--- config.mk ---
export PLATFORM = sky130hd
export DESIGN_NAME = character_fsm
export DESIGN_NICKNAME = d
export VERILOG_FILES = /design/src/rtl/character_pkg.sv /design/src/rtl/frame_tick_gen.sv /design/src/rtl/character_fsm.sv
export SDC_FILE = /design/constraint.sdc
export NUM_CORES = 1
export LEC_CHECK = 0
export ABC_AREA = 1
export CAP_MARGIN = 0
export CORE_UTILIZATION = 35
export DETAILED_ROUTE_END_ITERATION = 8
export MAX_ROUTING_LAYER = met4
export PLACE_DENSITY = 0.65
export SETUP_SLACK_MARGIN = 0.05
export SYNTH_ARGS = -nofsm -noshare
export SYNTH_HDL_FRONTEND = slang
export SYNTH_SLANG_ARGS = --single-unit
--- constraint.sdc ---
create_clock -name Clk -period 1.93 [get_ports Clk]
set_input_delay 0.4825 -clock Clk [delete_from_list [all_inputs] [get_ports Clk]]
set_output_delay 0.4825 -clock Clk [all_outputs]
set_load 0.03 [all_outputs]
--- src/rtl/character_pkg.sv ---
// -----------------------------------------------------------------------------
// character_pkg
// Shared definitions for one fighting-game character: the state encoding seen
// by the renderer and collision logic, the default attack/stun phase lengths
// (in frame ticks), and the default horizontal play-field bounds.
// No ports (package).
// -----------------------------------------------------------------------------
package character_pkg;

  typedef enum logic [2:0] {
    ST_IDLE    = 3'd0,
    ST_WALK    = 3'd1,
    ST_WINDUP  = 3'd2,
    ST_STRIKE  = 3'd3,
    ST_RECOVER = 3'd4,
    ST_DEFEND  = 3'd5,
    ST_STUN    = 3'd6
  } char_state_t;

  // Default phase lengths in frame ticks (legal range 1..15).
  localparam logic [3:0] WINDUP_TICKS  = 4'd4;
  localparam logic [3:0] ACTIVE_TICKS  = 4'd3;
  localparam logic [3:0] RECOVER_TICKS = 4'd6;
  localparam logic [3:0] STUN_TICKS    = 4'd10;

  // Default play-field bounds and motion.
  localparam logic [9:0] X_MIN_DEF   = 10'd0;
  localparam logic [9:0] X_MAX_DEF   = 10'd575;
  localparam logic [9:0] X_START_DEF = 10'd160;
  localparam logic [9:0] STEP_DEF    = 10'd2;

endpackage

--- src/rtl/frame_tick_gen.sv ---
// -----------------------------------------------------------------------------
// frame_tick_gen
// Turns a frame-rate level (e.g. VGA vsync) into a single-clock pulse on its
// rising edge. The pulse is combinational from the input so an already
// one-cycle tick passes through with no added latency.
// Ports:
//   i_clk    system clock
//   i_rst_n  synchronous active-low reset
//   i_vsync  frame level / pulse input
//   o_tick   one-clock pulse per rising edge of i_vsync
// -----------------------------------------------------------------------------
module frame_tick_gen (
  input  logic i_clk,
  input  logic i_rst_n,
  input  logic i_vsync,
  output logic o_tick
);

  logic r_vsync_d;

  always_ff @(posedge i_clk) begin
    if (!i_rst_n) begin
      r_vsync_d <= 1'b0;
    end else begin
      r_vsync_d <= i_vsync;
    end
  end

  assign o_tick = i_vsync & ~r_vsync_d;

endmodule

--- src/rtl/character_fsm.sv ---
// -----------------------------------------------------------------------------
// character_fsm
// Per-character controller: walking with clamped position, a three-phase
// attack (windup / strike / recover), blocking, and hit stun. Everything
// except hit capture advances only on frame ticks.
// Ports:
//   Clk            system clock
//   Reset_n        synchronous active-low reset
//   frame_tick     one-clock pulse per video frame
//   move_l/move_r  walk keys (levels)
//   attack         attack key (level, edge-qualified per tick)
//   defense        block key (level)
//   hit            one-clock pulse from collision logic
//   pos_x          horizontal position
//   facing         1 = right, 0 = left
//   state          char_state_t encoding
//   hitbox_active  high in STRIKE
//   blocking       high in DEFEND
//   block_evt      one-clock pulse when a hit is absorbed while blocking
//   anim_idx       ticks spent in the current state (wraps, cleared on change)
// -----------------------------------------------------------------------------
module character_fsm
  import character_pkg::*;
#(
  parameter logic [9:0] X_START   = X_START_DEF,
  parameter logic [9:0] X_MIN     = X_MIN_DEF,
  parameter logic [9:0] X_MAX     = X_MAX_DEF,
  parameter logic [9:0] STEP      = STEP_DEF,
  parameter logic [3:0] WINDUP    = WINDUP_TICKS,
  parameter logic [3:0] ACTIVE    = ACTIVE_TICKS,
  parameter logic [3:0] RECOVER   = RECOVER_TICKS,
  parameter logic [3:0] STUN      = STUN_TICKS,
  parameter logic       FACE_INIT = 1'b1
) (
  input  logic       Clk,
  input  logic       Reset_n,
  input  logic       frame_tick,
  input  logic       move_l,
  input  logic       move_r,
  input  logic       attack,
  input  logic       defense,
  input  logic       hit,
  output logic [9:0] pos_x,
  output logic       facing,
  output logic [2:0] state,
  output logic       hitbox_active,
  output logic       blocking,
  output logic       block_evt,
  output logic [3:0] anim_idx
);

  // Saturating moves done in 11 bits so neither direction can wrap.
  function automatic logic [9:0] sat_left(input logic [9:0] pos,
                                          input logic [9:0] step,
                                          input logic [9:0] lo);
    logic [10:0] floor_v;
    floor_v = {1'b0, lo} + {1'b0, step};
    if ({1'b0, pos} >= floor_v) return pos - step;
    return lo;
  endfunction

  function automatic logic [9:0] sat_right(input logic [9:0] pos,
                                           input logic [9:0] step,
                                           input logic [9:0] hi);
    logic [10:0] sum_v;
    sum_v = {1'b0, pos} + {1'b0, step};
    if (sum_v > {1'b0, hi}) return hi;
    return sum_v[9:0];
  endfunction

  char_state_t r_state;
  logic [9:0]  r_pos;
  logic        r_facing;
  logic [3:0]  r_timer;
  logic [3:0]  r_anim;
  logic        r_hit_pend;
  logic        r_attack_prev;
  logic        r_block_evt;

  logic w_tick;
  logic w_hit_now;
  logic w_attack_go;

  frame_tick_gen u_tick (
    .i_clk   (Clk),
    .i_rst_n (Reset_n),
    .i_vsync (frame_tick),
    .o_tick  (w_tick)
  );

  // A hit arriving on the tick itself counts together with any pending one.
  assign w_hit_now   = r_hit_pend | hit;
  assign w_attack_go = attack & ~r_attack_prev;

  always_ff @(posedge Clk) begin
    if (!Reset_n) begin
      r_state       <= ST_IDLE;
      r_pos         <= X_START;
      r_facing      <= FACE_INIT;
      r_timer       <= '0;
      r_anim        <= '0;
      r_hit_pend    <= 1'b0;
      r_attack_prev <= 1'b1;   // a key held through reset is not an attack
      r_block_evt   <= 1'b0;
    end else begin
      r_block_evt <= 1'b0;
      if (!w_tick) begin
        r_hit_pend <= r_hit_pend | hit;
      end else begin
        r_hit_pend    <= 1'b0;
        r_attack_prev <= attack;
        // Default: stay and count; every state change below clears it.
        r_anim        <= r_anim + 4'd1;
        case (r_state)
          ST_IDLE, ST_WALK: begin
            if (w_hit_now) begin
              r_state <= ST_STUN;
              r_timer <= STUN;
              r_anim  <= '0;
            end else if (w_attack_go) begin
              r_state <= ST_WINDUP;
              r_timer <= WINDUP;
              r_anim  <= '0;
            end else if (defense) begin
              r_state <= ST_DEFEND;
              r_timer <= '0;
              r_anim  <= '0;
            end else if (move_l ^ move_r) begin
              r_state  <= ST_WALK;
              r_facing <= move_r;
              r_pos    <= move_r ? sat_right(r_pos, STEP, X_MAX)
                                 : sat_left(r_pos, STEP, X_MIN);
              if (r_state != ST_WALK) r_anim <= '0;
            end else begin
              r_state <= ST_IDLE;
              if (r_state != ST_IDLE) r_anim <= '0;
            end
          end
          ST_WINDUP, ST_STRIKE, ST_RECOVER: begin
            if (w_hit_now) begin
              r_state <= ST_STUN;
              r_timer <= STUN;
              r_anim  <= '0;
            end else if (r_timer == 4'd1) begin
              r_anim <= '0;
              if (r_state == ST_WINDUP) begin
                r_state <= ST_STRIKE;
                r_timer <= ACTIVE;
              end else if (r_state == ST_STRIKE) begin
                r_state <= ST_RECOVER;
                r_timer <= RECOVER;
              end else begin
                r_state <= ST_IDLE;
                r_timer <= '0;
              end
            end else begin
              r_timer <= r_timer - 4'd1;
            end
          end
          ST_DEFEND: begin
            // An incoming hit is absorbed and takes precedence over release.
            if (w_hit_now) begin
              r_block_evt <= 1'b1;
            end else if (!defense) begin
              r_state <= ST_IDLE;
              r_anim  <= '0;
            end
          end
          ST_STUN: begin
            if (w_hit_now) begin
              r_timer <= STUN;
            end else if (r_timer == 4'd1) begin
              r_state <= ST_IDLE;
              r_timer <= '0;
              r_anim  <= '0;
            end else begin
              r_timer <= r_timer - 4'd1;
            end
          end
          default: begin
            r_state <= ST_IDLE;
            r_timer <= '0;
            r_anim  <= '0;
          end
        endcase
      end
    end
  end

  assign pos_x         = r_pos;
  assign facing        = r_facing;
  assign state         = r_state;
  assign hitbox_active = (r_state == ST_STRIKE);
  assign blocking      = (r_state == ST_DEFEND);
  assign block_evt     = r_block_evt;
  assign anim_idx      = r_anim;

endmodule
==> results.md <==
- Tot GR Track Use: 0.186
- Actual slew at the worst max-slew pin: roughly 0.37 ns
- Synth-to-layout area growth: 29.9%
- Initial core utilization: 0.365
- Fin. Hold Viols: 0
- Setup Viol. Count Final: 0
- Iteration-0 DRC Markers: 99
- CTS Hold Buffers Added: 0
- Worst Path Buf+Inv: 1
- First-pass GRT wire length: 7890 um
- Fin. max-slew vios: 0
- Clock Sinks: 26
- Library cells used by synthesis: 33
- Worst-skew pair later-pin latency: 0.26 ns
- Reg2Reg Setup Slack: 0.22 ns
- Core Region: approximately 5100 um^2
- ANT cells: 0
- DP HPWL: ~3700 um
- Synth Area in Simple Gates: 0.347
- Ratio of total power to cell area: 542 nW/um^2
- Worst Hold Launch: u_tick.r_vsync_d
- Mux contribution to synthesized area: 0
- Antenna violations before repair: 0
- GRT Residual Overflow: 0
- FMAX: 545 MHz
- Design Power: 1.31 mW
- Status: finished clean
- Asr flop ratio synth: 0
- Synth top area share: 0.279
- Worst r2r src: pos_x[3]
- Depth of the worst hold-timing path: 1
- Complex-gate fraction of the synthesized area: 0.163
- Number of buffers created by CTS: 3
- Seq cells post-synth: 26
- Post-synth top flop: dfxtp_1
- # rows: 26
- CP Data Required Time: around 1.5 ns
- Cell family with most CP delay: buffers and inverters
- Syn Inst Count: 282
- Die area: between 5000 and 6000 um^2
- Largest family of logic cells by synthesized area: simple AND/OR/NAND/NOR gates
- Post-Synth Adder-Cell Area: 0.0403
- Leakage power: around 1.1 nW
- Number of synthesized flops with an enable pin: 0
- Num ports: 29
- Final period util: 0.951
- Placed Cells: 398
- Worst Path Max Fanout: 4
- Place WS: -0.134 ns
- Vias in the first global route: 1746
- YS warnings: 0
- Crit path time final: 1.84 ns
- Max VDD drop: 0.323 mV
- Crit path max-delay cell type: clkdlybuf4s50_1
- Worst Skew: 0.00283 ns
- Die Ht: about 75 um
- H-Tree Depth: 1
- Hold slack: between 0.4 and 0.5 ns
- DR WL/cell: 11.7 um
- Crit path kind: reg2out
- R2r endpoint: pos_x[1]
- DRC violations left: 0
- RSZ-0062 raised after global routing: yes
- CTS tree: yes
- Largest net degree at the start of global routing: 14
- Cell Chain, Critical Path: clkdlybuf4s50_1
- Port bufs: 28
- Setup TNS Final: 0 ns
- Clock slew at reported path FFs: about 0.080 ns
- Setup ws final: 0.0941 ns
- Class of the worst hold path: reg2reg
- DRT Pass-1 Iters: 4
- Share of cells above drive strength 1: 0.199
- Most frequent cells after synthesis: nand2_1, inv_1, dfxtp_1, nor2_1, nand3_1
- Worst-case reg-to-reg path depth: 11
- Cell with the most instances after synthesis: nand2_1
- Synth area leaders: dfxtp_1, nand2_1, inv_1
- Via Count: 1933
- Nets@finish: 348
- Clk root buf: clkbuf_8
- Post-synth top area cell: dfxtp_1
- Die W: 75.0 um
- Worst EP arrival: 1.35 ns
- Relative slew slack: 0.750
- Worst-case clock buffer depth: 2
- Post-synthesis sequential area ratio: 0.279
- Max Cap Viol: 0
- Via/cell ratio: approximately 4.8
- Hold endpoint: block_evt
- Routed Antenna Nets: 0
- XOR/XNOR share of the synthesized area: 0.0517
- Synth Net Count: 296
- Cell Count, Final, Fillers Out: between 400 and 500
- Crit end category: output pin
- Post-synthesis cell area: 1860 um^2
- Drt total wl: about 4700 um
- Avg Cell Area, Syn: ~6.6 um^2
- Gpl congestion: around 0.94
- CP Launch Type: flip-flop
- Slowest stage delay, CP: 0.69 ns
-- registers in the layout, indices dropped and copies added, names as in the netlist --
register and count:
pos_x 10, anim_idx 4, r_timer 4, state 3, block_evt 1, facing 1, r_attack_prev 1, r_hit_pend 1
u_tick.r_vsync_d 1
-- report_power, final --
| group | leakage, nW | switching (mW) | internal, mW |
|---|---|---|---|
| Sequential | 0.213 | 0.0270 | 0.564 |
| Clock | 0.0216 | 0.162 | 0.140 |
| Combinational | 0.910 | 0.253 | 0.166 |
-- per-stage QoR --
step                cell area (um^2)  utilization
finish                          2420        0.474
global route                    2420        0.474
CTS                             2380        0.466
detailed placement              2350        0.461
global placement                2350        0.461
floorplan                       1860            -
-- layout make-up --
class	instances	area (um^2)
multi-input cells	207	1150
inverters	43	166
flip-flops and latches	26	524
fillers	544	2690
clock buffers	3	41.3
repair buffers	53	452
well taps	70	87.6
-- worst max path at each step --
stage / start / endpoint / slack [ns] / cells past startpoint
3_3_place_gp: hit / pos_x[3] / -0.09 / 10
2_1_floorplan: state[1] / hitbox_active / 0.08 / 4
6_report: anim_idx[2] / anim_idx[2] / 0.09 / 1
5_1_grt: hit / anim_idx[1] / 0.01 / 10
4_1_cts: anim_idx[0] / anim_idx[0] / 0.08 / 1
3_5_place_dp: hit / pos_x[5] / -0.13 / 11
-- logic make-up after synthesis --
group                    count (synthesis)
flip-flops                              26
AO/OA/AOI/OAI                           55
XOR/XNOR                                11
buffers and inverters                   49
adder cells (fa/ha/maj)                  6
AND/OR/NAND/NOR                        135
-- metal layers --
metal | GRT usage | vias up | wire length, um | part of all wire
li1 | - | 1013 | - | -
met1 | 0.265 | 864 | 2330 | 0.49
met2 | 0.271 | 50 | 2080 | 0.44
met3 | 0.0321 | 6 | 234 | 0.050
met4 | 0.0461 | 0 | 67 | 0.014
met5 | - | - | 0 | 0
-- repair_timing --
action,4_1_cts,5_1_grt
setup buffers,0,1
cloned,0,0
pin swaps,0,3
setup endpoints to repair,12,16
gates resized for setup,12,15
-- placed cells by master, fill, tap and decap left out, types with 9 or more instances in the layout --
cell type / n
nand2_1: 58
inv_1: 37
buf_4: 26
dfxtp_1: 23
nand3_1: 22
nor2_1: 22
o21ai_0: 19
a21oi_1: 18
clkdlybuf4s50_1: 13
dlygate4sd2_1: 11
nor2_2: 9
xor2_1: 9
Note: power is estimated with default switching activity, not from simulation.
